$ cat src/rtl/imem_arbiter_pkg.sv
// Shared types and constants for the instruction-memory arbiter.
// The checksum feature is selected with the IMEM_ARB_CHECKSUM_EN macro.
package imem_arbiter_pkg;

    typedef enum logic [1:0] {
        ST_LOAD    = 2'd0,
        ST_RELEASE = 2'd1,
        ST_RUN     = 2'd2
    } arb_state_e;

    // addi x0,x0,0
    localparam logic [31:0] NOP_INSN = 32'h0000_0013;

endpackage

$ cat src/rtl/imem_load_ctr.sv
// Loader bookkeeping: word counter, sticky overflow flag and, when
// IMEM_ARB_CHECKSUM_EN is defined, a wrap-around checksum of accepted words.
module imem_load_ctr #(
    parameter int ADDR_WIDTH = 10,
    parameter int LOAD_WORDS = 1024
) (
    input  logic                  clk,
    input  logic                  reset,
    input  logic                  acc_i,
`ifdef IMEM_ARB_CHECKSUM_EN
    input  logic [31:0]           data_i,
`endif
    input  logic                  ovf_set_i,
    output logic [ADDR_WIDTH-1:0] cnt_o,
    output logic                  full_o,
    output logic                  ovf_o,
    output logic [31:0]           chk_o
);

    // One extra bit so the counter can reach LOAD_WORDS == 2**ADDR_WIDTH.
    localparam logic [ADDR_WIDTH:0] LIMIT = (ADDR_WIDTH+1)'(LOAD_WORDS);

    logic [ADDR_WIDTH:0] cnt_q, cnt_d;
    logic                ovf_q, ovf_d;

    always_comb begin
        cnt_d = cnt_q;
        ovf_d = ovf_q | ovf_set_i;
        if (acc_i) begin
            cnt_d = cnt_q + 1'b1;
        end
    end

    always_ff @(posedge clk) begin
        if (reset) begin
            cnt_q <= '0;
            ovf_q <= 1'b0;
        end else begin
            cnt_q <= cnt_d;
            ovf_q <= ovf_d;
        end
    end

    assign cnt_o  = cnt_q[ADDR_WIDTH-1:0];
    assign full_o = (cnt_q >= LIMIT);
    assign ovf_o  = ovf_q;

`ifdef IMEM_ARB_CHECKSUM_EN
    logic [31:0] chk_q, chk_d;

    // Accepts only happen in LOAD, so the sum is naturally frozen elsewhere.
    always_comb begin
        chk_d = chk_q;
        if (acc_i) begin
            chk_d = chk_q + data_i;
        end
    end

    always_ff @(posedge clk) begin
        if (reset) begin
            chk_q <= '0;
        end else begin
            chk_q <= chk_d;
        end
    end

    assign chk_o = chk_q;
`else
    assign chk_o = '0;
`endif

endmodule

$ cat src/rtl/imem_arbiter.sv
// Shares the single instruction-RAM port between CPU fetch, the boot loader
// stream and debug writes. Optional checksum: define IMEM_ARB_CHECKSUM_EN.
module imem_arbiter
    import imem_arbiter_pkg::*;
#(
    parameter int          ADDR_WIDTH = 10,
    parameter int          LOAD_WORDS = 1024,
    parameter logic [31:0] NOP_WORD   = NOP_INSN
) (
    input  logic                  clk,
    input  logic                  reset,
    input  logic [31:0]           cpu_addr,
    output logic [31:0]           cpu_data,
    output logic                  cpu_stall,
    output logic                  cpu_reset,
    input  logic                  ld_valid,
    output logic                  ld_ready,
    input  logic [31:0]           ld_data,
    input  logic                  ld_last,
    output logic                  ld_overflow,
    input  logic                  dbg_valid,
    output logic                  dbg_ready,
    input  logic [ADDR_WIDTH-1:0] dbg_addr,
    input  logic [31:0]           dbg_data,
    output logic [ADDR_WIDTH-1:0] mem_addr,
    output logic                  mem_wen,
    output logic [31:0]           mem_wdata,
    input  logic [31:0]           mem_rdata,
    output logic [31:0]           chk_out
);

    arb_state_e            state_q, state_d;
    logic                  dbg_wr_q, dbg_wr_d;
    logic                  ld_acc, ovf_set, ld_full;
    logic [ADDR_WIDTH-1:0] ld_cnt;
    logic [ADDR_WIDTH-1:0] cpu_word;
    logic [31:0]           chk_val;

    // Byte-offset and wrap-around address bits are intentionally dropped.
    logic unused_addr_bits;
    assign unused_addr_bits = ^{cpu_addr[31:ADDR_WIDTH+2], cpu_addr[1:0]};
    assign cpu_word         = cpu_addr[ADDR_WIDTH+1:2];

    imem_load_ctr #(
        .ADDR_WIDTH (ADDR_WIDTH),
        .LOAD_WORDS (LOAD_WORDS)
    ) u_load_ctr (
        .clk       (clk),
        .reset     (reset),
        .acc_i     (ld_acc),
`ifdef IMEM_ARB_CHECKSUM_EN
        .data_i    (ld_data),
`endif
        .ovf_set_i (ovf_set),
        .cnt_o     (ld_cnt),
        .full_o    (ld_full),
        .ovf_o     (ld_overflow),
        .chk_o     (chk_val)
    );

    always_comb begin
        state_d   = state_q;
        dbg_wr_d  = 1'b0;
        cpu_reset = 1'b1;
        cpu_stall = 1'b1;
        cpu_data  = NOP_WORD;
        ld_ready  = 1'b0;
        dbg_ready = 1'b0;
        mem_addr  = ld_cnt;
        mem_wen   = 1'b0;
        mem_wdata = ld_data;
        ld_acc    = 1'b0;
        ovf_set   = 1'b0;
        if (!reset) begin
            case (state_q)
                ST_LOAD: begin
                    ld_ready = !ld_full;
                    if (ld_valid) begin
                        if (!ld_full) begin
                            ld_acc  = 1'b1;
                            mem_wen = 1'b1;
                        end else begin
                            ovf_set = 1'b1;
                        end
                        // A last beat ends the load even when it is dropped.
                        if (ld_last) begin
                            state_d = ST_RELEASE;
                        end
                    end
                end
                ST_RELEASE: begin
                    mem_addr = '0;
                    state_d  = ST_RUN;
                end
                ST_RUN: begin
                    cpu_reset = 1'b0;
                    cpu_stall = 1'b0;
                    mem_addr  = cpu_word;
                    cpu_data  = dbg_wr_q ? NOP_WORD : mem_rdata;
                    // Debug writes steal the port; the held fetch reissues next cycle.
                    if (dbg_valid) begin
                        dbg_ready = 1'b1;
                        mem_wen   = 1'b1;
                        mem_addr  = dbg_addr;
                        mem_wdata = dbg_data;
                        cpu_stall = 1'b1;
                        dbg_wr_d  = 1'b1;
                    end
                end
                default: begin
                    state_d = ST_LOAD;
                end
            endcase
        end
    end

    always_ff @(posedge clk) begin
        if (reset) begin
            state_q  <= ST_LOAD;
            dbg_wr_q <= 1'b0;
        end else begin
            state_q  <= state_d;
            dbg_wr_q <= dbg_wr_d;
        end
    end

    assign chk_out = reset ? 32'd0 : chk_val;

endmodule
$ cat config.mk
export PLATFORM = sky130hd
export DESIGN_NAME = imem_arbiter
export DESIGN_NICKNAME = d
export VERILOG_FILES = /design/src/rtl/imem_arbiter_pkg.sv /design/src/rtl/imem_load_ctr.sv /design/src/rtl/imem_arbiter.sv
export SDC_FILE = /design/constraint.sdc
export NUM_CORES = 1
export LEC_CHECK = 0
export BUFFER_PORTS_ARGS = -buffer_cell sky130_fd_sc_hd__buf_4
export CAP_MARGIN = 20
export CORE_AREA = 2 2 99 101
export CTS_CLUSTER_DIAMETER = 150
export DETAILED_ROUTE_END_ITERATION = 8
export DIE_AREA = 0 0 101 103
export GPL_ROUTABILITY_DRIVEN = 0
export GPL_TIMING_DRIVEN = 1
export PLACE_DENSITY_LB_ADDON = 0.25
export SYNTH_ARGS = -nofsm -noshare
export SYNTH_HDL_FRONTEND = slang
export SYNTH_SLANG_ARGS = --single-unit
$ cat constraint.sdc
create_clock -name clk -period 1.9 [get_ports clk]
set_input_delay 0 -clock clk [delete_from_list [all_inputs] [get_ports clk]]
set_output_delay 0 -clock clk [all_outputs]
set_load 0.01 [all_outputs]
Yosys cells after proc, flatten, opt, wreduce, memory -nomap -nowiden

Cells that the tools add are included.

Bits in registers: 15
Input bits: 143
Output and inout bits: 112

$add $sub $neg: 1
$lt $le $gt $ge: 1
Equality and inequality tests: 4
Multiplexer cells: 31
Bitwise operators: 2
Reductions and logical operators: 3

Operators with widths:

| kind                                                       | number |
|---|---|
| two-way mux 32 bit                                         | 6 |
| two-way mux 10 bit                                         | 2 |
| case mux 10 bit (2 select lines)                           | 1 |
| two-way mux 1 bit                                          | 18 |
| adder 11 x 1 -> 11 bit (second input constant)             | 1 |
| greater-or-equal comparator 11 bit (second input constant) | 1 |
| case mux 2 bit (3 select lines)                            | 1 |
| two-way mux 2 bit                                          | 2 |
| inequality test 2 bit (second input constant)              | 2 |
| AND reduction 3 bit                                        | 1 |
| == test 2 x 1 -> 1 bit (second input constant)             | 1 |
| == test 2 bit (second input constant)                      | 1 |
| zero test 2 bit                                            | 1 |
| case mux 1 bit (2 select lines)                            | 1 |
| zero test 1 bit                                            | 1 |
| inverter 1 bit                                             | 1 |
| OR 1 bit                                                   | 1 |

Depth between registers and ports, before layout

Gate-level depths: netlist of the first run.

Depth after elaboration: 6
Gate-level depth with buffers: 8
Mapped depth without buffers: 6

By module

From an unflattened synthesis of the first run, not the netlist that was laid out.

Cell total of the unflattened synthesis: 274
Area total of the unflattened synthesis: 2,248.4 µm²

Modules (own cells, without submodules):

| module        | times used | cells each | area an instance (µm²) |
|---|---|---|---|
| imem_arbiter  | 1          | 171        | 1,398.8 |
| imem_load_ctr | 1          | 103        | 849.6 |

Worst setup path after synthesis of the first run

OpenSTA, ideal clock, no wires.

Path type: register to output
Start point: register state_q[0]
End point: output cpu_data[21]
Arrival time: 1.628 ns
Required time: 1.900 ns
Setup slack: 0.272 ns
Cell stages (with the launch flop): 9
Path buffers: 2
Cells stage by stage: dfxtp_1 > inv_1 > ha_1 > nor2b_1 > inv_1 > nor2_1 > clkbuf_1 > clkbuf_1 > and2_1

Cells in the longest elaborated chain, start to end: 3

Ends and longest elaborated chain:

| item                   | RTL line            | RTL |
|---|---|---|
| from (decl)            | imem_arbiter.sv:32  | `arb_state_e state_q, state_d;` |
| from (signal assigned) | imem_arbiter.sv:122 | `state_q <= state_d;` |
| == test 2 bit          | imem_arbiter.sv:75  | `case (state_q)` |
| two-way mux 32 bit     | imem_arbiter.sv:75  |  |
| two-way mux 32 bit     | imem_arbiter.sv:74  | `if (!reset) begin` |
| to (decl)              | imem_arbiter.sv:13  | `output logic [31:0] cpu_data,` |

No other way between the ends.

Worst setup path in the final report of the first run

Start point: register state_q[0]
End point: output mem_wdata[31]

Cells in the longest elaborated chain, start to end: 3

Ends and longest elaborated chain:

| item               | RTL line           | RTL |
|---|---|---|
| == test 2 bit      | imem_arbiter.sv:75 |  |
| two-way mux 32 bit | imem_arbiter.sv:75 |  |
| two-way mux 32 bit | imem_arbiter.sv:74 |  |
| to (decl)          | imem_arbiter.sv:27 | `output logic [31:0] mem_wdata,` |

No other way between the ends.

==> reports/results.tsv, run 1 <==
stage	metric	value	unit
status	status	finished clean	
cts	htreeDepth	1	
grt	grt_pass1_wl	10500	microns
yosys	yosysTopAreaCellShare	0.210	
grt	grt_overflow_total	0	
yosys	netlist_top_cells_area	mux2_2 21%, dfxtp_1 16%, buf_4 13%, and2_1 10%, mux2i_1 7.1%	
yosys	syn_avg_cell_area	8.16	sq um
drt	route.detailed.drc	0	
cts	clkSinkCount	15	
drt	via_per_inst	4.14	
power_and_ir_drop	irDropWorstVdd	222	uV
critical_path	cp_max_fo	8	
layout	antennaDiodeCount	0	
power_and_ir_drop	power	0.00111	W
power_and_ir_drop	leakagePower	1.82	nW
layout	fin_util	0.376	
yosys	synth.distinct_cells	34	
min_path	hold_class	in2reg	
yosys	syn-cell-area	1820	sq um
place	dp_hpwl	6790	microns
drt	drt_iter0_markers	34	
floorplan	ios	255	
floorplan	die_w	101	microns
cts	clk_latency	250	ps
timing	fin_skew	2.53	ps
critical_path	worstSetupPathType	reg2out	
cts	cts_root_buffer	clkbuf_8	
timing	finalSetupViolations	0	
yosys	synth_edf_count	0	
place	dp.cells	533	
drt	drt_wl_total	8130	microns
yosys	synthCells	223	
critical_path	crit_required	1900	ps
grt	grt_pass1_vias	1990	
layout	drive_above_1_share	0.605	
timing	final_hold_viol_count	0	
grt	antenna_found_initial	0	
floorplan	start_util	0.192	
critical_path	critPathCaptureType	output pin	
timing	maxSlewViolCount	0	
drt	drtPass1Iterations	4	
cts	hold_buffers	0	
drt	wire_per_inst	15.0	microns
floorplan	die_height	103	microns
floorplan	dieArea	10400	sq um
yosys	synthTopCellsByCount	34 x mux2_2, 32 x buf_4, 29 x and2_1, 17 x nand2_1, 15 x dfxtp_1	
yosys	async_flop_share	0	
layout	fin_cells	542	
place	port_buffers	200	
drt	num_vias	2243	
timing	max_freq	544	MHz
timing	post-route-period-util	0.967	
timing	period_minus_slack	1840	ps
critical_path	arrival	1840	ps
cts	cts_made_buffers	3	
yosys	synth.most_common_cell	mux2_2	
yosys	synth-seq-area-share	0.165	
critical_path	startpoint_type	flip-flop	
layout	nNetsFinal	577	
drt	ant_nets	0	
cts	clkTransAtPathRegs	60	ps
yosys	post-synth-top-area-cell	mux2_2	
layout	area_growth	95.3	%
grt	grt_max_degree	30	
grt	grt_usage	0.130	
yosys	synth_top_flop_cell	dfxtp_1	
cts	cts_tree	yes	
yosys	ys_ff_latch	15	
run	drv_cap	0	
floorplan	std_cell_rows	36	
power_and_ir_drop	powerDensity	311	nW/um^2
floorplan	core_region_area	9460	sq um
cts	clockBufferDepth	2	
yosys	yosysWarnings	0	
## what timing repair did
action,4_1_cts,5_1_grt
setup buffers,0,1
gates resized for setup,8,6
hold endpoints to repair,0,0
endpoints found under the setup margin,61,46
cloned,1,3
## cell usage in the layout (no fill, tap or decap), types with 2 or more instances in the layout
master     count
a21oi_1        5
a31oi_1        2
and2_1        29
buf_4        207
clkbuf_16      3
clkbuf_8       3
conb_1        32
dfxtp_1       14
ha_1           4
inv_1          9
mux2_2        32
mux2_4         2
mux2i_1       13
nand2_1       16
nand2b_1       4
nand3_1        5
nand4_1        2
nor2_1         5
nor2b_1        2
nor3_1         2
nor4_1         2
o21ai_0       10
or3_1          3
or4_1          2
## per-layer routing
| layer | up-vias | track usage | wire [microns] |
|---|---|---|---|
| met4 | 0 | 0.0343 | 79 |
| li1 | 1113 | - | - |
| met1 | 1016 | 0.156 | 3220 |
| met3 | 7 | 0.0366 | 680 |
| met2 | 107 | 0.229 | 4150 |
| met5 | - | 0 | 0 |
## layout make-up
class,instances,area [sq um]
fill,990,5900
clock inverter,1,5.00
timing repair buffer,213,1690
clock buffer,3,41.3
inverter,9,33.8
multi-input combinational,187,1340
tap,114,143
sequential,15,302
## path summary, 6_finish.rpt
kind / startpoint / endpoint / slack, ps / cells past startpoint
max: state_q[0]$_SDFFE_PP0P_ / mem_wdata[31] / 60 / 8
min: ld_valid / u_load_ctr.ovf_o$_SDFF_PP0_ / 60 / 3
max reg2reg: state_q[0]$_SDFFE_PP0P_ / u_load_ctr.cnt_q[8]$_SDFFE_PP0P_ / 140 / 6
min reg2reg: u_load_ctr.ovf_o$_SDFF_PP0_ / u_load_ctr.ovf_o$_SDFF_PP0_ / 490 / 2
## worst max-delay path: stages (launching register included)
cell and delay (ps):
dfxtp_2 320, inv_1 70, ha_2 180, nor2b_4 150, buf_6 120, nand2_8 90, clkbuf_16 190, mux2_4 300
buf_4 160
## flip-flops by register name (all words and copies together), names as in the netlist
name / count
dbg_wr_q: 1
state_q: 2
u_load_ctr.cnt_q: 11
u_load_ctr.ovf_o: 1
## report_power, final
group	switching, W	total [W]	internal (W)
Combinational	0.000199	0.000506	0.000307
Sequential	0.00000544	0.000326	0.000321
Clock	0.000127	0.000273	0.000146
Total	0.000332	0.00111	0.000774
## per-stage QoR
stage / hold WS [ps] / area [sq um] / TNS (ps) / setup slack (ps)
after floorplan: 123 / 1940 / 0 / 272
after global placement: 285 / 3350 / -2040 / -87.0
after detailed placement: 284 / 3350 / -6000 / -228
after CTS: 56.5 / 3450 / 0 / 9.57
after global routing: 77.3 / 3550 / -2.28 / -2.28
final: 60.1 / 3550 / 0 / 62.9
## logic make-up (layout without fill, tap and decap cells)
| family | Yosys count | after routing | synth area share |
|---|---|---|---|
| buf+inv | 52 | 226 | 0.184 |
| simple gates | 78 | 78 | 0.249 |
| compound gates | 24 | 24 | 0.0790 |
| xor+xnor | 1 | 1 | 0.00481 |
| flops | 15 | 15 | 0.165 |
| fa+ha+maj | 5 | 5 | 0.0344 |
| other cells | 1 | 32 | 0.00206 |
| mux | 47 | 47 | 0.282 |
No activity file was read; power rests on OpenSTA's default activity.
==> run 2: changes to the inputs <==
--- a/config.mk
+++ b/config.mk
@@ -5,12 +5,14 @@
 export SDC_FILE = /design/constraint.sdc
 export NUM_CORES = 1
 export LEC_CHECK = 0
+export ABC_AREA = 1
 export BUFFER_PORTS_ARGS = -buffer_cell sky130_fd_sc_hd__buf_4
 export CAP_MARGIN = 20
-export CORE_AREA = 2 2 99 101
+export CORE_AREA = 2 2 100 102
 export CTS_CLUSTER_DIAMETER = 150
+export CTS_CLUSTER_SIZE = 24
 export DETAILED_ROUTE_END_ITERATION = 8
-export DIE_AREA = 0 0 101 103
+export DIE_AREA = 0 0 102 104
 export GPL_ROUTABILITY_DRIVEN = 0
 export GPL_TIMING_DRIVEN = 1
 export PLACE_DENSITY_LB_ADDON = 0.25
==> run 2 against run 1 <==
Compared with the run above:
- synthesized cell count up 77%
- non-clock buffer count down 7
- routed wire length up 0.34%
- critical endpoint is now mem_addr[0]
- largest power group unchanged
- highest routed layer unchanged
==> reports/results.tsv, run 2 <==
stage	metric	value	unit
layout	multi_input_area	1420	sq um
yosys	synthTopCellsByCount	175 x nand2_1, 50 x nor2_1, 33 x buf_4, 33 x inv_1, 16 x nand3_1	
timing	period_minus_slack	1790	ps
layout	fin_area	3660	sq um
critical_path	cp.depth	8	
grt	antenna_found_initial	0	
power_and_ir_drop	powerDensity	502	nW/um^2
drt	drt_wl_total	8160	microns
cts	clkTransAtPathRegs	70	ps
drt	ant_nets	0	
drt	drtPass1Iterations	5	
yosys	synth_top_flop_cell	dfxtp_1	
layout	fin_util	0.383	
critical_path	startpoint_type	flip-flop	
layout	regArea	300	sq um
floorplan	dieArea	10600	sq um
drt	drt_iter0_markers	128	
yosys	yosys.area_share.simple	0.507	
critical_path	crit_slowest_cell	dfxtp_1	
drt	wire_per_inst	11.3	microns
status	status	finished clean	
critical_path	arrival	1790	ps
timing	post-route-period-util	0.941	
floorplan	die_height	104	microns
yosys	syn-cell-area	2090	sq um
floorplan	std_cell_rows	36	
critical_path	worstSetupPathType	reg2out	
cts	cts_root_buffer	clkbuf_8	
yosys	synthXorXnorAreaFrac	0	
min_path	hold_class	in2reg	
grt	grt_overflow_total	0	
yosys	ys_ff_latch	15	
layout	largest_register_ffs	11	
critical_path	cpPeakStageDelay	360	ps
critical_path	crit_path_frequent_cell	inv_1	
cts	clk_latency	260	ps
layout	antennaDiodeCount	0	
grt	grt_pass1_vias	2568	
yosys	synthCells	394	
cts	hold_buffers	0	
run	drv_cap	0	
yosys	synth-compound-area-share	0.0844	
critical_path	cpLargestDelayFamily	buffers and inverters	
cts	clockBufferDepth	2	
cts	cts_tree	yes	
timing	fin_skew	8.98	ps
floorplan	ios	255	
yosys	synth_top_family_by_area	simple AND/OR/NAND/NOR gates	
grt	grt_usage	0.138	
layout	n_fill_cell	1053	
yosys	synth-seq-area-share	0.144	
drt	route.detailed.drc	0	
layout	largest-register	u_load_ctr.cnt_q	
min_path	min_path_cells	3	
place	dp.cells	712	
timing	max_freq	560	MHz
power_and_ir_drop	leakagePower	2.13	nW
yosys	synth_edf_count	0	
timing	rsz0062_at_grt	true	
floorplan	die_w	102	microns
place	dp_hpwl	6760	microns
yosys	async_flop_share	0	
critical_path	critPathCaptureType	output pin	
timing	final_hold_viol_count	0	
critical_path	cp.buffers_inverters	5	
power_and_ir_drop	power	0.00184	W
cts	htreeDepth	1	
yosys	netlist_top_cells_area	nand2_1 31%, dfxtp_1 14%, buf_4 12%, nor2_1 9.0%, inv_1 5.9%	
critical_path	reg2regPathDepth	8	
yosys	yosysWarnings	0	
floorplan	core_region_area	9550	sq um
yosys	syn_avg_cell_area	5.30	sq um
layout	nNetsFinal	735	
place	placed_cell_area	3580	sq um
critical_path	cp_max_fo	7	
layout	final_cell_mix	204 x buf_4, 175 x nand2_1, 50 x nor2_1	
yosys	post-synth-top-area-cell	nand2_1	
grt	grt_max_degree	35	
cts	cts_made_buffers	3	
yosys	synth-adder-area-share	0.0299	
yosys	synth.most_common_cell	nand2_1	
grt	grt_pass1_wl	12100	microns
timing	hold_slack	43.5	ps
drt	num_vias	2906	
timing	finalSetupViolations	0	
drt	via_per_inst	4.04	
layout	drive_above_1_share	0.384	
layout	fin_cells	719	
layout	area_growth	75.1	%
floorplan	start_util	0.219	
critical_path	crit_chain	inv_1, ha_1, inv_1, nor2_8, clkinvlp_4, o21ai_0, inv_1, buf_4	
yosys	yosysTopAreaCellShare	0.314	
place	port_buffers	200	
yosys	synth.distinct_cells	27	
power_and_ir_drop	irDropWorstVdd	211	uV
critical_path	crit_required	1900	ps
cts	clkSinkCount	15	
layout	final_common_cell	buf_4	
layout	top_regs	u_load_ctr.cnt_q: 11 flops, state_q: 2 flops	
timing	maxSlewViolCount	0	
yosys	synthMuxAreaShare	0	
## run 2: cell count changes after synthesis, sizes merged, moves of 12 or more
cell | before | now
mux2i | 13 | 0
and2 | 29 | 0
nor2 | 6 | 55
inv | 9 | 36
nand2 | 17 | 175
nand3 | 5 | 17
mux2 | 34 | 0
## run 2: per-layer routing
metal,track usage,share of wire,vias up
li1,-,-,1510
met1,0.158,0.40,1265
met2,0.253,0.51,113
met3,0.0242,0.072,18
met4,0.0419,0.023,0
met5,0,0,-
## run 2: cell families after synthesis
group / Yosys count
buffers and inverters: 87
adder cells (fa/ha/maj): 5
other: 1
AO/OA/AOI/OAI: 32
flip-flops: 15
AND/OR/NAND/NOR: 254
## run 2: where the power goes
part	internal [W]	total (W)	switching [W]
logic	0.000581	0.00121	0.000629
registers	0.000332	0.000346	0.0000141
clock network	0.000148	0.000281	0.000133
total	0.00106	0.00184	0.000777
## run 2: what timing repair did
| item | in CTS | in global routing |
|---|---|---|
| resized for setup | 2 | 4 |
| setup buffers | 0 | 2 |
| gates cloned | 0 | 1 |
| pin swaps | 0 | 1 |
| setup endpoints to repair | 33 | 8 |
## run 2: metrics by stage
| stage | setup slack (ps) | TNS [ps] |
|---|---|---|
| 2_1_floorplan | 606 | 0 |
| 3_3_place_gp | 253 | 0 |
| 3_5_place_dp | 186 | 0 |
| 4_1_cts | 12.0 | 0 |
| 5_1_grt | -16.2 | -69.1 |
| 6_report | 113 | 0 |
## run 2: worst paths after layout
path / start / to / slack [ps]
hold / removal: ld_valid / u_load_ctr.ovf_o$_SDFF_PP0_ / 40
hold reg to reg: u_load_ctr.ovf_o$_SDFF_PP0_ / u_load_ctr.ovf_o$_SDFF_PP0_ / 470
setup reg to reg: state_q[0]$_SDFFE_PP0P_ / u_load_ctr.cnt_q[6]$_SDFFE_PP0P_ / 340
setup / recovery: state_q[1]$_SDFFE_PP0P_ / mem_addr[0] / 110
## run 2: layout make-up
cell class	count	share of cell area
repair buffers	206	0.429
multi-input cells	323	0.388
flip-flops and latches	15	0.0821
well taps	133	0.0455
inverters	37	0.0397
clock buffers	3	0.0113
clock inverters	1	0.00205
repair inverters	1	0.00205
## run 2: worst reg2reg max path, cell delays in order, from the launching register on
cell     delay [ps]
dfxtp_1         320
inv_1           120
ha_1            230
nand3_2         130
nor2_4          320
nand2_1         150
nand2_1          90
nand2_1          40
nor2_1           90
==> run 3: changes to the inputs <==
--- a/config.mk
+++ b/config.mk
@@ -8,14 +8,15 @@
 export ABC_AREA = 1
 export BUFFER_PORTS_ARGS = -buffer_cell sky130_fd_sc_hd__buf_4
 export CAP_MARGIN = 20
-export CORE_AREA = 2 2 100 102
+export CORE_MARGIN = 2
+export CORE_UTILIZATION = 24
 export CTS_CLUSTER_DIAMETER = 150
 export CTS_CLUSTER_SIZE = 24
 export DETAILED_ROUTE_END_ITERATION = 8
-export DIE_AREA = 0 0 102 104
 export GPL_ROUTABILITY_DRIVEN = 0
 export GPL_TIMING_DRIVEN = 1
 export PLACE_DENSITY_LB_ADDON = 0.25
 export SYNTH_ARGS = -nofsm -noshare
 export SYNTH_HDL_FRONTEND = slang
+export SYNTH_HIERARCHICAL = 1
 export SYNTH_SLANG_ARGS = --single-unit
==> run 3 against run 2 <==
Compared with the run above:
- flip-flop and latch count is the same
- global-route usage rose by 1.5 points
- clock power decreased by 5%
- die area grew 1.5%
- synthesized cell count up 17%
- clock skew is 8.1 ps lower
- total power is 0.49% higher
- cell count rose by 7.2%
- clock-buffer cell count stayed put
- largest cell class unchanged
- largest power group unchanged
==> reports/results.tsv, run 3 <==
stage	metric	value	unit
status	status	finished clean	
power_and_ir_drop	irDropWorstVdd	188	uV
drt	drtPass1Iterations	4	
yosys	ys_ff_latch	15	
timing	finalWorstSetupSlack	126	ps
cts	cts_tree	yes	
yosys	synth_top_flop_cell	dfxtp_1	
timing	post-route-period-util	0.934	
timing	max_freq	564	MHz
floorplan	dieArea	10800	sq um
layout	antennaDiodeCount	0	
timing	setup_tns	0	ps
yosys	synth.most_common_cell	nand2_1	
critical_path	crit_required	1900	ps
cts	clkTransAtPathRegs	60	ps
yosys	synth.distinct_cells	25	
place	pre_cts_ws	305	ps
layout	drive_above_1_share	0.350	
cts	cts_root_buffer	clkbuf_8	
run	drv_cap	0	
timing	maxSlewViolCount	0	
grt	grt_usage	0.153	
drt	route.detailed.drc	0	
yosys	yosysWarnings	6	
cts	clk_latency	250	ps
timing	rsz0062_at_grt	false	
layout	top_regs	u_load_ctr/cnt_q: 11 flops, state_q: 2 flops	
floorplan	std_cell_rows	36	
place	dp_hpwl	7320	microns
timing	finalSetupViolations	0	
grt	antenna_found_initial	0	
layout	multi_input_area	1510	sq um
critical_path	rrSetupSlack	280	ps
min_path	min_path_cells	4	
critical_path	reg2regPathDepth	9	
critical_path	r2r-start	state_q[0]$_SDFFE_PP0P_	
layout	regArea	300	sq um
floorplan	die_w	104	microns
yosys	post-synth-top-area-cell	nand2_1	
timing	period_minus_slack	1770	ps
yosys	netlist_top_cells_area	nand2_1 26%, buf_4 14%, dfxtp_1 13%, nor2_1 13%, inv_1 9.0%	
critical_path	arrival	1770	ps
cts	clockBufferDepth	2	
grt	grt_pass1_wl	13700	microns
grt	grt_pass1_vias	2675	
layout	final_common_cell	buf_4	
drt	drt_iter0_markers	241	
drt	drt_wl_total	8910	microns
drt	num_vias	3128	
critical_path	cp_max_fo	20	
yosys	syn-cell-area	2390	sq um
layout	final_cell_mix	205 x buf_4, 163 x nand2_1, 80 x nor2_1	
critical_path	worstSetupPathType	reg2out	
grt	grt_overflow_total	0	
power_and_ir_drop	swShare	0.419	
min_path	min_to	state_q[1]$_SDFFE_PP0P_	
layout	largest-register	u_load_ctr/cnt_q	
layout	nNetsFinal	788	
yosys	synth-seq-area-share	0.126	
floorplan	core_region_area	9730	sq um
power_and_ir_drop	pwr-share-comb	0.668	
power_and_ir_drop	seqPwrFrac	0.187	
min_path	hp-start	reset	
layout	area_growth	60.1	%
place	dp.cells	767	
cts	cts_made_buffers	3	
yosys	synthTopCellsByCount	163 x nand2_1, 80 x nor2_1, 57 x inv_1, 43 x buf_4, 32 x nand3_1	
critical_path	startpoint_type	flip-flop	
cts	post-cts-setup-buffer-count	0	
yosys	synthCells	461	
timing	final_hold_viol_count	0	
power_and_ir_drop	leakagePower	2.16	nW
power_and_ir_drop	switchingPower	0.000773	W
layout	n_fill_cell	1100	
place	port_buffers	200	
grt	grt_max_degree	37	
layout	fin_cells	771	
floorplan	start_util	0.246	
cts	clkSinkCount	15	
power_and_ir_drop	powerDensity	482	nW/um^2
min_path	hold_class	in2reg	
power_and_ir_drop	clockPowerShare	0.144	
yosys	synth_edf_count	0	
drt	wire_per_inst	11.6	microns
floorplan	ios	255	
critical_path	regToRegEndpoint	u_load_ctr/cnt_q[5]$_SDFFE_PP0P_	
critical_path	critPathCaptureType	output pin	
floorplan	die_height	104	microns
cts	htreeDepth	1	
timing	hold_slack	31.6	ps
yosys	yosysTopAreaCellShare	0.256	
timing	fin_skew	0.902	ps
drt	via_per_inst	4.06	
drt	ant_nets	0	
power_and_ir_drop	power.internal	0.00107	W
yosys	syn_avg_cell_area	5.18	sq um
layout	largest_register_ffs	11	
yosys	async_flop_share	0	
## run 3: power by group through the flow
stage | Combinational, W | Sequential [W] | Clock, W
5_1_grt | 0.00137 | 0.000349 | 0.000297
3_5_place_dp | 0.00123 | 0.000353 | 0
4_1_cts | 0.00123 | 0.000346 | 0.000277
2_1_floorplan | 0.000699 | 0.000350 | 0
3_3_place_gp | 0.00122 | 0.000352 | 0
6_report | 0.00123 | 0.000346 | 0.000267
## run 3: worst max-delay path, stage by stage, from the launching register on
cell and delay [ps]:
dfxtp_1 340, inv_1 90, ha_1 300, inv_1 60, nor2_1 50, buf_6 170, or2_2 280, nand2_1 70
inv_1 40, buf_4 130
## run 3: stage by stage
stage	power, W	instance area (sq um)	utilization
floorplan	0.00105	2510	-
global placement	0.00157	3770	0.387
detailed placement	0.00158	3770	0.387
CTS	0.00186	3810	0.392
global route	0.00201	3830	0.393
finish	0.00185	3830	0.393
## run 3: metal layers
metal,vias to the layer above,wire length [microns],track usage
met1,1345,3550,0.182
li1,1639,-,-
met5,-,0,0
met4,0,206,0.0473
met3,12,744,0.0352
met2,132,4400,0.273
## run 3: cell type report
class | count | area share
clock buffer | 3 | 0.0108
clock inverter | 1 | 0.00131
inverter | 61 | 0.0631
multi-input combinational | 351 | 0.395
sequential | 15 | 0.0785
tap | 133 | 0.0435
timing repair buffer | 207 | 0.408
## run 3: kinds of logic after synthesis
family | synth area share
simple gates | 0.516
buf+inv | 0.291
compound gates | 0.0346
flops | 0.126
fa+ha+maj | 0.0314
other cells | 0.00157
## run 3: what timing repair did
action,in CTS,in global routing
hold buffers,0,0
endpoints found under the setup margin,0,35
gates resized for setup,0,4
## run 3: how the worst max path moves through the flow
stage	start	slack, ps	endpoint
after floorplan	state_q[0]$_SDFFE_PP0P_	590	u_load_ctr/cnt_q[5]$_SDFFE_PP0P_
after global placement	state_q[0]$_SDFFE_PP0P_	330	u_load_ctr/cnt_q[5]$_SDFFE_PP0P_
after detailed placement	state_q[0]$_SDFFE_PP0P_	300	u_load_ctr/cnt_q[5]$_SDFFE_PP0P_
after CTS	state_q[0]$_SDFFE_PP0P_	40	mem_wdata[22]
after global routing	state_q[0]$_SDFFE_PP0P_	30	mem_addr[0]
final	state_q[0]$_SDFFE_PP0P_	130	mem_addr[5]
